==> config.mk <==
export PLATFORM = sky130hd
export DESIGN_NAME = tp_period_store
export DESIGN_NICKNAME = d
export VERILOG_FILES = /design/src/rtl/tp_period_store_pkg.sv /design/src/rtl/tp_period_store_bcd2bin.sv /design/src/rtl/tp_period_store.sv
export SDC_FILE = /design/constraint.sdc
export NUM_CORES = 1
export LEC_CHECK = 0
export CORE_AREA = 2 2 88 124
export CTS_BUF_LIST = sky130_fd_sc_hd__clkbuf_8 sky130_fd_sc_hd__clkbuf_16
export DETAILED_ROUTE_END_ITERATION = 10
export DIE_AREA = 0 0 90 126
export HOLD_SLACK_MARGIN = 0.15
export PLACE_DENSITY = 0.74
export SYNTH_ARGS = -nofsm -noshare
export SYNTH_HDL_FRONTEND = slang
export SYNTH_HIERARCHICAL = 1
export SYNTH_SLANG_ARGS = --single-unit
==> constraint.sdc <==
create_clock -name clk -period 3.22 [get_ports clk]
set_input_delay 0.966 -clock clk [delete_from_list [all_inputs] [get_ports clk]]
set_output_delay 0.966 -clock clk [all_outputs]
set_load 0.1 [all_outputs]
==> src/rtl/tp_period_store_pkg.sv <==
// ---------------------------------------------------------------------------
// tp_period_store_pkg
// Shared definitions for the pulse-period store and its BCD->binary converter:
// digit/field widths, the power-on period, the converter state encoding, the
// digit-select one-hot decode used by the display mux, and the digit
// increment/decrement rule used by the edit datapath.
// ---------------------------------------------------------------------------
package tp_period_store_pkg;

  localparam int DIGIT_W    = 4;
  localparam int NUM_DIGITS = 4;
  localparam int BCD_W      = DIGIT_W * NUM_DIGITS;
  localparam int MS_W       = 14;  // 9999 < 2**14

  // Committed period after reset: d3..d0 = 0,1,0,0 -> 100 ms.
  localparam logic [BCD_W-1:0] DEFAULT_BCD = 16'h0100;

  // Converter state encoding.
  localparam logic [0:0] CONV_IDLE = 1'b0;
  localparam logic [0:0] CONV_RUN  = 1'b1;

  // One-hot digit select; selections 4..7 decode to no digit at all.
  function automatic logic [NUM_DIGITS-1:0] digit_onehot(input logic [2:0] sel);
    digit_onehot = '0;
    if (!sel[2]) digit_onehot[sel[1:0]] = 1'b1;
  endfunction

  // Single-digit edit: wraps 9->0 / 0->9 with no carry. A non-BCD digit
  // (A..F) is forced back to 0 whichever way it is edited.
  function automatic logic [DIGIT_W-1:0] digit_step(input logic [DIGIT_W-1:0] d,
                                                    input logic inc);
    if (d > 4'd9)  digit_step = 4'd0;
    else if (inc)  digit_step = (d == 4'd9) ? 4'd0 : d + 4'd1;
    else           digit_step = (d == 4'd0) ? 4'd9 : d - 4'd1;
  endfunction

  // Elaboration-time conversion, used only to derive the reset value of the
  // binary period from DEFAULT_BCD.
  function automatic logic [MS_W-1:0] bcd4_to_bin(input logic [BCD_W-1:0] bcd);
    logic [MS_W-1:0] acc;
    acc = '0;
    for (int i = NUM_DIGITS - 1; i >= 0; i--) begin
      acc = (acc * 14'd10) + {10'd0, bcd[i*DIGIT_W +: DIGIT_W]};
    end
    return acc;
  endfunction

  localparam logic [MS_W-1:0] DEFAULT_MS = bcd4_to_bin(DEFAULT_BCD);

endpackage

==> src/rtl/tp_period_store_bcd2bin.sv <==
// ---------------------------------------------------------------------------
// tp_bcd2bin
// Iterative 4-digit BCD -> binary converter, most significant digit first:
// acc = acc*10 + digit, with acc*10 formed as (acc<<3)+(acc<<1).
// A start pulse loads the operand (and restarts a conversion in progress);
// four iteration cycles follow, the last of which flags done while result
// carries the finished value for the parent to capture.
//
// Ports
//   clk      in   1   system clock
//   reset_n  in   1   asynchronous active-low reset
//   start    in   1   load bcd and begin (restart) a conversion
//   bcd      in  16   {d3,d2,d1,d0} operand, sampled with start
//   busy     out  1   conversion in progress
//   done     out  1   final iteration this cycle; result is valid now
//   result   out 14   converted value, meaningful while done is high
// ---------------------------------------------------------------------------
module tp_bcd2bin
  import tp_period_store_pkg::*;
(
  input  logic             clk,
  input  logic             reset_n,
  input  logic             start,
  input  logic [BCD_W-1:0] bcd,
  output logic             busy,
  output logic             done,
  output logic [MS_W-1:0]  result
);

  logic [0:0]       state;
  logic [1:0]       iter;
  logic [BCD_W-1:0] digits;   // operand, shifted left one digit per iteration
  logic [MS_W-1:0]  acc;
  logic [MS_W-1:0]  acc_next;

  assign acc_next = (acc << 3) + (acc << 1) + {10'd0, digits[BCD_W-1 -: DIGIT_W]};
  assign busy     = (state == CONV_RUN);
  // A restart in the final cycle supersedes the result being finished.
  assign done     = busy && (iter == 2'd3) && !start;
  assign result   = acc_next;

  // NOTE: sequential state is written only with non-blocking assignments so
  // every register samples pre-edge values regardless of statement order.
  always_ff @(posedge clk or negedge reset_n) begin
    if (!reset_n) begin
      state  <= CONV_IDLE;
      iter   <= '0;
      digits <= '0;
      acc    <= '0;
    end else if (start) begin
      state  <= CONV_RUN;
      iter   <= '0;
      digits <= bcd;
      acc    <= '0;
    end else if (busy) begin
      acc    <= acc_next;
      digits <= {digits[BCD_W-DIGIT_W-1:0], {DIGIT_W{1'b0}}};
      iter   <= iter + 2'd1;
      if (iter == 2'd3) state <= CONV_IDLE;
    end
  end

endmodule

==> src/rtl/tp_period_store.sv <==
// ---------------------------------------------------------------------------
// tp_period_store
// Owns the 4-digit BCD pulse-period setting edited from the front panel.
// The FSM's strobes are edge-detected (temp_sync > save > edit), edits
// change one digit of a working copy, save commits a non-zero working copy
// and starts conversion to binary milliseconds, and a blink timer blanks the
// selected digit on alternate 250 ms half-periods while editing.
//
// Ports
//   clk             in   1   system clock
//   reset_n         in   1   asynchronous active-low reset
//   timebase        in   1   1 ms single-cycle tick
//   edit_mode       in   1   FSM is in set-pulse-mode (level)
//   tp_selected     in   3   selected digit 0..3 (4..7 ignored)
//   tp_adj          in   1   1 = increment, 0 = decrement
//   tp_edit_enable  in   1   edit strobe (rising edge)
//   tp_save         in   1   commit strobe (rising edge)
//   tp_temp_sync    in   1   reload working copy strobe (rising edge)
//   work_bcd        out 16   working-copy digits {d3,d2,d1,d0}
//   blank_mask      out  4   1 = blank that digit this cycle
//   period_ms       out 14   committed period in binary ms
//   period_valid    out  1   low while a conversion is running
//   commit_reject   out  1   one-cycle pulse: commit of 0000 refused
// ---------------------------------------------------------------------------
module tp_period_store
  import tp_period_store_pkg::*;
#(
  parameter int BLINK_MS = 249
) (
  input  logic                  clk,
  input  logic                  reset_n,
  input  logic                  timebase,
  input  logic                  edit_mode,
  input  logic [2:0]            tp_selected,
  input  logic                  tp_adj,
  input  logic                  tp_edit_enable,
  input  logic                  tp_save,
  input  logic                  tp_temp_sync,
  output logic [BCD_W-1:0]      work_bcd,
  output logic [NUM_DIGITS-1:0] blank_mask,
  output logic [MS_W-1:0]       period_ms,
  output logic                  period_valid,
  output logic                  commit_reject
);

  localparam int BLINK_W = $clog2(BLINK_MS + 1);

  // Strobe history. Resetting to 1 means a strobe already high when reset
  // releases is not mistaken for a fresh request.
  logic ts_prev, save_prev, edit_prev;
  logic ts_raw, save_raw, edit_raw;
  logic ts_evt, save_evt, edit_evt;
  logic edit_apply, work_zero, commit_ok;

  logic [BCD_W-1:0]   committed;
  logic [DIGIT_W-1:0] sel_digit;

  logic               conv_busy, conv_done;
  logic [MS_W-1:0]    conv_result;

  logic [BLINK_W-1:0] blink_cnt;
  logic               blink_on;

  assign ts_raw   = tp_temp_sync   & ~ts_prev;
  assign save_raw = tp_save        & ~save_prev;
  assign edit_raw = tp_edit_enable & ~edit_prev;

  // Priority: a lower-priority request arriving with a higher one is dropped.
  assign ts_evt   = ts_raw;
  assign save_evt = save_raw & ~ts_raw;
  assign edit_evt = edit_raw & ~save_raw & ~ts_raw;

  assign edit_apply = edit_evt & edit_mode & ~tp_selected[2];
  assign sel_digit  = work_bcd[{tp_selected[1:0], 2'b00} +: DIGIT_W];
  assign work_zero  = (work_bcd == '0);
  assign commit_ok  = save_evt & ~work_zero;

  always_ff @(posedge clk or negedge reset_n) begin
    if (!reset_n) begin
      ts_prev   <= 1'b1;
      save_prev <= 1'b1;
      edit_prev <= 1'b1;
    end else begin
      ts_prev   <= tp_temp_sync;
      save_prev <= tp_save;
      edit_prev <= tp_edit_enable;
    end
  end

  // Working copy and committed value. Discarding an edit needs no action:
  // the next temp_sync simply overwrites the working copy.
  always_ff @(posedge clk or negedge reset_n) begin
    if (!reset_n) begin
      work_bcd      <= DEFAULT_BCD;
      committed     <= DEFAULT_BCD;
      commit_reject <= 1'b0;
    end else begin
      if (ts_evt)
        work_bcd <= committed;
      else if (edit_apply)
        work_bcd[{tp_selected[1:0], 2'b00} +: DIGIT_W] <= digit_step(sel_digit, tp_adj);

      if (commit_ok) committed <= work_bcd;
      commit_reject <= save_evt & work_zero;
    end
  end

  // The converter is fed the value being committed in the same cycle, so it
  // sees exactly what lands in the committed register.
  tp_bcd2bin u_bcd2bin (
    .clk     (clk),
    .reset_n (reset_n),
    .start   (commit_ok),
    .bcd     (work_bcd),
    .busy    (conv_busy),
    .done    (conv_done),
    .result  (conv_result)
  );

  // period_ms holds the previous value until a conversion completes.
  always_ff @(posedge clk or negedge reset_n) begin
    if (!reset_n)       period_ms <= DEFAULT_MS;
    else if (conv_done) period_ms <= conv_result;
  end

  assign period_valid = ~conv_busy;

  // Blink timer: runs only in edit mode, so entering edit mode always starts
  // with the selected digit visible.
  always_ff @(posedge clk or negedge reset_n) begin
    if (!reset_n) begin
      blink_cnt <= '0;
      blink_on  <= 1'b1;
    end else if (!edit_mode) begin
      blink_cnt <= '0;
      blink_on  <= 1'b1;
    end else if (timebase) begin
      if (blink_cnt == BLINK_W'(BLINK_MS)) begin
        blink_cnt <= '0;
        blink_on  <= ~blink_on;
      end else begin
        blink_cnt <= blink_cnt + 1'b1;
      end
    end
  end

  // Gated by edit_mode directly so blanking stops the cycle edit mode drops.
  assign blank_mask = (edit_mode && !blink_on) ? digit_onehot(tp_selected) : '0;

endmodule

# --- Word level (Yosys, flattened, before mapping) ---
# Cells that the tools add are included.
word_totals:
  reg_bits: 91
  in_bits: 11
  output_inout_bits: 36
  wordCells: 89
op_classes:
  addsub: 7
  magnitude_cmp: 3
  n_eq_ne: 5
  shift: 3
  n_mux: 28
  bitwise_logic: 19
  reduce_logical: 11
ops:
  columns: ["cell", "n"]
  rows:
  - ["$mux W16", 4]
  - ["$mux W4", 8]
  - ["$mux W13", 2]
  - ["$mux W8", 3]
  - ["$bwmux W16", 1]
  - ["$logic_not A16 Y1", 1]
  - ["$shift A4 B6 Y16 const A", 1]
  - ["$shiftx A16 B5 Y4", 1]
  - ["$shiftx A4 B6 Y16", 1]
  - ["$add A14 B14 Y14", 1]
  - ["$add A14 B4 Y14", 1]
  - ["$and A1 B1 Y1", 10]
  - ["$not A1 Y1", 9]
  - ["$add A8 B1 Y8 const B", 1]
  - ["$eq A8 B8 Y1 const B", 1]
  - ["$mux W1", 7]
  - ["$neg A4 Y6", 1]
  - ["$add A4 B1 Y4 const B", 1]
  - ["$eq A4 B4 Y1 const B", 1]
  - ["$gt A4 B4 Y1 const B", 1]
  - ["$logic_and A1 B1 Y1", 4]
  - ["$logic_not A4 Y1", 1]
  - ["$mux W2", 2]
  - ["$reduce_bool A2 Y1", 2]
  - ["10 further kinds", 11]

# --- Logic depth before layout (Yosys ltp) ---
# Gate-level depths: netlist of the first run.
depth:
  ltp_word: 13
  mapped_depth: 11

# --- Modules after synthesis ---
# The synthesis of the first run kept the hierarchy.
by_module_without_submodules:
  columns: ["mod", "instances", "cells_each", "area_per_inst_um2", "seq_area_each_um2"]
  rows:
  - ["tp_period_store", 1, 266, 3007.9, 1487.7]
  - ["tp_bcd2bin", 1, 233, 2173.3, 800.8]

# --- Least setup slack after synthesis of the first run ---
# No wires, ideal clock.
synth_path:
  kind: "reg-to-reg"
  from: "reg work_bcd[1]"
  to: "reg period_ms[10]"
  t_arrival_ps: 3389
  required_ps: 3092
  setup_slack_ps: -298
  path_stages_with_launch: 12
  n_path_buf: 5
  synth_period_minus_slack_ps: 3518
  cell_sequence: "dfrtp_1 nor4_1 nand4_1 nand3_1 buf_2 inv_2 clkbuf_1 clkbuf_1 buf_1 nor2_1 buf_1 mux2_1"
synth_via:
  elab_chain_cells: 5
synth_rtl:
  columns: ["item", "line", "source"]
  rows:
  - ["from (decl)", "tp_period_store.sv:39", "output logic [BCD_W-1:0] work_bcd,"]
  - ["from (signal assigned)", "tp_period_store.sv:99", "work_bcd <= committed;"]
  - ["from (signal, indexed assignment)", "tp_period_store.sv:101", "work_bcd[{tp_selected[1:0], 2'b00} +: DIGIT_W] <= digit_step(sel_digit, tp_adj);"]
  - ["$logic_not A16 Y1", "tp_period_store.sv:75", "assign work_zero = (work_bcd == '0);"]
  - ["$not A1 Y1", "tp_period_store.sv:76", "assign commit_ok = save_evt & ~work_zero;"]
  - ["$and A1 B1 Y1", "tp_period_store.sv:76", null]
  - ["net commit_ok", "tp_period_store.sv:53", "logic edit_apply, work_zero, commit_ok;"]
  - ["$logic_not A1 Y1", "tp_period_store_bcd2bin.sv:39", "assign done = busy && (iter == 2'd3) && !start;"]
  - ["$logic_and A1 B1 Y1", "tp_period_store_bcd2bin.sv:39", null]
  - ["net conv_done", "tp_period_store.sv:58", "logic conv_busy, conv_done;"]
  - ["to (signal assigned)", "tp_period_store.sv:123", "else if (conv_done) period_ms <= conv_result;"]
  - ["to (decl)", "tp_period_store.sv:41", "output logic [MS_W-1:0] period_ms,"]
# The timed path passes the listed nets, and every way through them passes these cells.
# A chain may end at the register's enable or synchronous reset.

# --- Final worst setup path of the first run ---
layout_path:
  from: "in tp_selected[1]"
  to: "out blank_mask[0]"
layout_via:
  elab_chain_cells: 6
  elab_cells_between_ends: 7
layout_rtl:
  columns: ["item", "line", "source"]
  rows:
  - ["from (decl)", "tp_period_store.sv:34", "input logic [2:0] tp_selected,"]
  - ["$lt A2 B3 Y1 (not written as such) or $ge A2 B1 Y1 (tied branches)", "tp_period_store_pkg.sv:25", "if (!sel[2]) digit_onehot[sel[1:0]] = 1'b1;"]
  - ["$logic_and A1 B1 Y1 (not written as such)", "tp_period_store_pkg.sv:25", null]
  - ["$mux W1 (not written as such)", "tp_period_store_pkg.sv:25", null]
  - ["$demux W1 S2 (*)", "tp_period_store_pkg.sv:25", null]
  - ["$mux W4 (*)", "tp_period_store_pkg.sv:25", null]
  - ["$mux W4 (*)", "tp_period_store.sv:148", "assign blank_mask = (edit_mode && !blink_on) ? digit_onehot(tp_selected) : '0;"]
  - ["to (decl)", "tp_period_store.sv:40", "output logic [NUM_DIGITS-1:0] blank_mask,"]
# Mark *: on every way between the ends. The rest lies on a longest branch, timed or not.

==> impl_table.tex, run 1 <==
\begin{tabular}{lr}
\hline
Metric & Value \\
\hline
\multicolumn{2}{l}{\textbf{Outcome}} \\
Result of the run & complete, no violations \\
\multicolumn{2}{l}{\textbf{STA}} \\
Final worst clock skew & 0.00568 ns \\
Portion of the clock cycle consumed by the worst path in the final layout & 97.6\% \\
Total setup violations reported at the end of the flow & 0 \\
Hold Violations, Final & 0 \\
Total Negative Setup Slacks & 0 ns \\
Slew Viols, Final & 0 \\
Post-layout min period & 3.14 ns \\
Setup repair after global routing missed its margin & yes \\
Worst Tran Pin Value & 0.517 ns \\
Worst relative slew slack & 65.6\% \\
Highest clock frequency the design can meet & 318 MHz \\
Setup slack of the critical path after layout & between 0.07 and 0.08 ns \\
\multicolumn{2}{l}{\textbf{Routing}} \\
Remaining antenna violation count & 0 \\
TritonRoute pass-1 iters & 4 \\
DR iter-0 viols & between 200 and 250 \\
Drt via density & $\sim$5.6 \\
Final routed wirelength across all metal layers & 11.5 mm \\
Number of remaining DRC errors & 0 \\
Vias & 3926 \\
WL/cell & 16.3 um \\
\multicolumn{2}{l}{\textbf{Die}} \\
Height of the die & between 100 and 150 um \\
Placeable Area & 0.0102 mm2 \\
Standard-cell rows & 44 \\
Number of ports placed on the die boundary & 47 \\
Initial core utilization & 50.6\% \\
Die width & 90 um \\
Floorplan die area & 0.0113 mm2 \\
\multicolumn{2}{l}{\textbf{Yosys}} \\
Post-synth EDFFs & 0 \\
Number of distinct library cells after synthesis & 60 \\
Post-synthesis area per instance & between 10 and 15 um2 \\
Synthesis-stage register bit count & 91 \\
Count of warnings emitted by yosys & 6 \\
Post-synthesis async set-or-reset flop share & 100\% \\
Post-Synthesis Net Count & between 500 and 600 \\
Top\_reg\_cell synth & sky130\_fd\_sc\_hd\_\_dfrtp\_1 \\
Post-synthesis sequential area ratio & roughly 44\% \\
Cell count after synthesis & 499 \\
Synth Cell Area & 0.00518 mm2 \\
\multicolumn{2}{l}{\textbf{Clock network}} \\
H-Tree Level Count & 3 \\
Clk Tree Root Cell & sky130\_fd\_sc\_hd\_\_clkbuf\_16 \\
Post CTS Setup Buffer Count & 0 \\
Clock transition at the registers of the reported paths & 0.06 ns \\
Clock sink count & 91 \\
CTS buffer count & 9 \\
Later-pin clock latency in the skew report & between 0.3 and 0.4 ns \\
Clock tree from TritonCTS & yes \\
Number of buffers on the longest clock path & 2 \\
\multicolumn{2}{l}{\textbf{Critical path}} \\
Worst Path Buf+Inv & 3 \\
Highest cell delay on the worst timing path & 0.55 ns \\
Crit path max fanout & 4 \\
Dominant delay contributor by cell family on the critical path & buffers and inverters \\
Worst Path Arrival & 2.18 ns \\
Slowest cell on the critical path & sky130\_fd\_sc\_hd\_\_clkdlybuf4s50\_1 \\
Critical path endpoint category & primary output \\
Chain of cells forming the critical path & clkdlybuf4s50\_1 > inv\_1 > ha\_1 > and2\_1 > buf\_12 \\
Critical Path Start Type & input port \\
Critical path data required time & 2.25 ns \\
Setup CP Type & in -> out \\
\multicolumn{2}{l}{\textbf{Pwr}} \\
Worst vdd rail ir drop & 0.599 mV \\
Static leakage & around 2.9 nW \\
Sum of internal, switching and leakage power & 5.92 mW \\
P per Cell Area & 946 mW/mm2 \\
\multicolumn{2}{l}{\textbf{Place}} \\
IO buf count & 46 \\
Total half-perimeter wirelength after legalization and detailed placement & 8.42 mm \\
GPL Wtd Cong & $\sim$0.96 \\
Worst Setup Slack post-DPL & -0.154 ns \\
\multicolumn{2}{l}{\textbf{Global route}} \\
Via count of the first global-routing pass & 4089 \\
Wire length of the first global-routing pass & about 20 mm \\
Gr ovfl total & 0 \\
All-Layer GR Usage & 21.4\% \\
Maximum number of pins on one net before global-route repair & 54 \\
Initial antenna violation count & 0 \\
\multicolumn{2}{l}{\textbf{Run}} \\
Maximum capacitance violations & 0 \\
\multicolumn{2}{l}{\textbf{Final layout}} \\
Net total in the final layout & 612 \\
Fraction of layout cells with a size suffix above 1 & 22.2\% \\
Area growth, synth to finish & 20.8\% \\
Count of inserted antenna diode cells & 0 \\
Fin util & 61.1\% \\
\multicolumn{2}{l}{\textbf{Worst hold path}} \\
Worst min-delay path class & reg -> reg \\
\hline
\end{tabular}
registers in the layout, indices dropped and copies added (netlist names), 2 cells and up:
register	cells
committed	16
u_bcd2bin/iter	2
period_ms	14
u_bcd2bin/digits	16
blink_cnt	8
work_bcd	16
u_bcd2bin/acc	13
logic make-up after synthesis:
family	synth area share, %
DFF	44.2
AOI/OAI and AO/OA	12.4
xor gates and xnor gates	3.04
adders and majority gates	9.47
buffers and inverters	3.53
and+or+nand+nor	15.3
muxes	12.1
stage by stage:
step           instance area [um2]  std cells  hold WS (ns)
2_1_floorplan                 5200        499         0.456
3_3_place_gp                  5910        690         0.469
3_5_place_dp                  5910        690         0.474
4_1_cts                       6250        706         0.492
5_1_grt                       6260        706         0.508
6_report                      6260        706         0.484
Yosys cell counts (all sizes together), types with 13 or more instances:
cell type	number	area, um2
a21oi	24	131
mux2	30	338
nor2	39	146
ha	36	450
dfrtp	82	2050
nor3	13	65.1
o21ai	29	149
nand2	47	179
inv	24	90.1
mux2i	20	200
xnor2	14	123
metal layers:
metal	wire length, um	GRT usage, %	vias to the layer above
met4	289	7.96	0
met1	4750	25.1	1932
met5	0	0	-
met3	344	3.77	19
met2	6150	39.1	78
li1	-	-	1897
area by class of cell:
class	count	area [um2]
flip-flops and latches	91	2310
repair buffers	73	632
inverters	24	90.1
well taps	138	173
clock buffers	9	225
clock inverters	7	116
multi-input cells	364	2720
fillers	885	3980
power by group:
part	internal (mW)	switching (mW)	total, mW
logic	1.00	1.97	2.97
clock network	0.759	0.443	1.20
registers	1.49	0.264	1.75
cell usage in the layout (no fill, tap or decap), types with 9 or more instances in the layout:
cell type and instances:
sky130_fd_sc_hd__dfrtp_1 67, sky130_fd_sc_hd__xnor2_1 14, sky130_fd_sc_hd__o21ai_1 9, sky130_fd_sc_hd__buf_4 59, sky130_fd_sc_hd__nand2_1 46, sky130_fd_sc_hd__inv_1 22
sky130_fd_sc_hd__dfrtp_2 15, sky130_fd_sc_hd__nor3_1 12, sky130_fd_sc_hd__mux2_1 26, sky130_fd_sc_hd__o21ai_0 19, sky130_fd_sc_hd__dfstp_2 9, sky130_fd_sc_hd__clkbuf_16 9
sky130_fd_sc_hd__ha_1 36, sky130_fd_sc_hd__a21oi_1 23, sky130_fd_sc_hd__mux2i_1 20, sky130_fd_sc_hd__nor2_1 39, sky130_fd_sc_hd__nand2b_1 11
worst paths after layout:
check / slack [ns] / to / start / cells past startpoint
worst max-delay path: 0.08 / blank_mask[0] / tp_selected[1] / 5
worst min register to register: 0.48 / period_ms[4] / period_ms[4] / 1
min in group asynchronous: 0.61 / period_ms[8] / reset_n / 1
worst min-delay path: 0.48 / period_ms[4] / period_ms[4] / 1
worst max register to register: 0.26 / period_ms[12] / u_bcd2bin/acc[2] / 9
max in group asynchronous: 1.90 / period_ms[2] / reset_n / 2
what timing repair did:
item                                   CTS  global route
setup endpoints to repair                3             4
hold buffers                             0             0
pin swaps                                0             0
gates cloned                             0             0
gates resized for setup                  1             2
endpoints found under the hold margin    0             0
Note: power is estimated with default switching activity, not from simulation.
==> run 2, diff against run 1 <==
Settings changed: SLEW_MARGIN from default to 20.
==> results of run 2 <==
Final layout, timing and power as in run 1 (identical DEF).
==> RTL edit: new RTL, flow settings as in run 2 <==
One comparison of `blink_cnt` changes from == to >=.
--- a/src/rtl/tp_period_store.sv
+++ b/src/rtl/tp_period_store.sv
@@ -136,5 +136,5 @@
       blink_on  <= 1'b1;
     end else if (timebase) begin
-      if (blink_cnt == BLINK_W'(BLINK_MS)) begin
+      if (blink_cnt >= BLINK_W'(BLINK_MS)) begin
         blink_cnt <= '0;
         blink_on  <= ~blink_on;
Function: no difference found for any inputs over 4 cycles, from zero or initial values and one cycle with reset_n low; that may be too few to reach the edited logic, so the function may still have changed.
==> RTL edit against run 2 <==
- setup slack better by 0.052 ns
- first-iteration DRC count grew 26%
- power up 10%
- largest cell class unchanged
- final area shrank 0.80%
- global-route usage increased by 0.58 points
- wire length up 3.1%
- sequential cell count stayed put
- highest routed layer unchanged
- area after synthesis rose by 1.2%
==> RTL edit: results (changes against run 2) <==
CP startpoint edit_mode (was tp_selected[1]); post-synthesis mux area share 12.98% (was 12.12%); largest net degree at the start of global routing 46 (was 54); ratio of cells with drive above 1 in the final layout 23.94% (was 22.18%); worst vdd ir 704.3 uV (was 599.0 uV); Seq/total area 37.07% (was 36.85%); Worst slew margin 53.56% (was 65.55%); First DRT Iteration DRCs 274 (was 217); WL final 11890 um (was 11530 um); worst min-delay path category input port to asynchronous set/reset pin (was flop to flop); comb_multi_in 368 (was 364); Final clock-cell share 4.654% (was 5.456%); metal3 WL 669 um (was 344 um); NonClk Buf Share 10.05% (was 10.09%); Clk pwr share 15.9% (was 20.3%); top post-synthesis cells by count dfrtp_1 (82), nand2_1 (48), nor2_1 (41), ha_1 (37), a21oi_1 (24) (was dfrtp_1 (82), nand2_1 (46), nor2_1 (39), ha_1 (36), mux2_1 (26)); Pleak 2.800 nW (was 2.892 nW); yosys synthesis warning count 6 (unchanged); Place WS -0.1873 ns (was -0.1541 ns); Fmax achieved 323.7 MHz (was 318.3 MHz); met1 WL 4582 um (was 4749 um); Post-Synth XOR/XNOR Area 2.672% (was 3.043%); Synth area leaders dfrtp_1 (39%), ha_1 (8.8%), mux2_2 (4.9%) (was dfrtp_1 (40%), ha_1 (8.7%), mux2_1 (5.7%)); Final GP Congestion 0.9873 (was 0.9574); first-pass GRT wire length 20150 um (was 19740 um); Filler cells 901 (was 885); dpl hpwl 8744 um (was 8420 um); status finished, final reports clean (unchanged); vias 4062 (was 3926); power in the clock group 1.04 mW (was 1.20 mW); met3 usage 3.888% (was 3.768%); M1 GR Usage 25.60% (was 25.08%); area post-placement 0.005918 mm2 (was 0.005913 mm2); final instance area 0.006211 mm2 (was 0.006261 mm2); Synth Area in Adders 9.592% (was 9.466%); WL per Instance 16.84 um (was 16.34 um); layout net count 613 (was 612); GRT Util Overall 22.01% (was 21.43%); final setup skew 0.01183 ns (was 0.005676 ns); multi-input logic area 0.002736 mm2 (was 0.002718 mm2); initial antenna violation count 0 (unchanged); Top Metal Used met4 (unchanged); post-synth cell types 63 (was 60); Critical Path AT 2.12 ns (was 2.18 ns); Non-clock buffers 70 (was 73); reg2reg setup slack 0.24 ns (was 0.26 ns); vias in the first global route 4039 (was 4089); M2 GR Usage 39.50% (was 39.14%); post-synthesis sequential area ratio 43.64% (was 44.17%); drt first pass iters 5 (was 4); post-synthesis compound-gate area fraction 11.21% (was 12.41%); Mapped Nets 557 (was 548); invs w/o clock 23 (was 24); met2 WL post-DR 6180 um (was 6151 um); worst r2r path cells 9 (unchanged); syn avg cell area 10.34 um2 (was 10.38 um2)
==> RTL edit: cell count changes after synthesis, moves of 3 or more <==
| cell | before | now |
|---|---|---|
| o22ai_1 | 6 | 14 |
| o211ai_1 | 5 | 2 |
| o31ai_1 | 4 | 0 |
| and2_1 | 9 | 6 |
| nand3_1 | 5 | 10 |
| o21ai_1 | 9 | 5 |
| buf_1 | 4 | 1 |
| mux2_2 | 4 | 23 |
| nor3b_1 | 2 | 5 |
| a2bb2oi_1 | 8 | 0 |
| clkbuf_1 | 9 | 12 |
| nor3_1 | 13 | 8 |
| o211ai_2 | 0 | 4 |
| mux2_1 | 26 | 10 |
==> RTL edit: through the flow <==
step	hold WS, ns	utilization [%]
floorplan	0.4529	-
global placement	0.4762	57.80
detailed placement	0.4816	57.80
CTS	0.4852	60.61
global route	0.4932	60.65
finish	0.4859	60.65
==> RTL edit: worst max-delay path, cell delays in order <==
cell	delay, ns
clkdlybuf4s50_1	0.50
nand2b_1	0.10
nor2_2	0.16
and2_1	0.21
buf_12	0.19
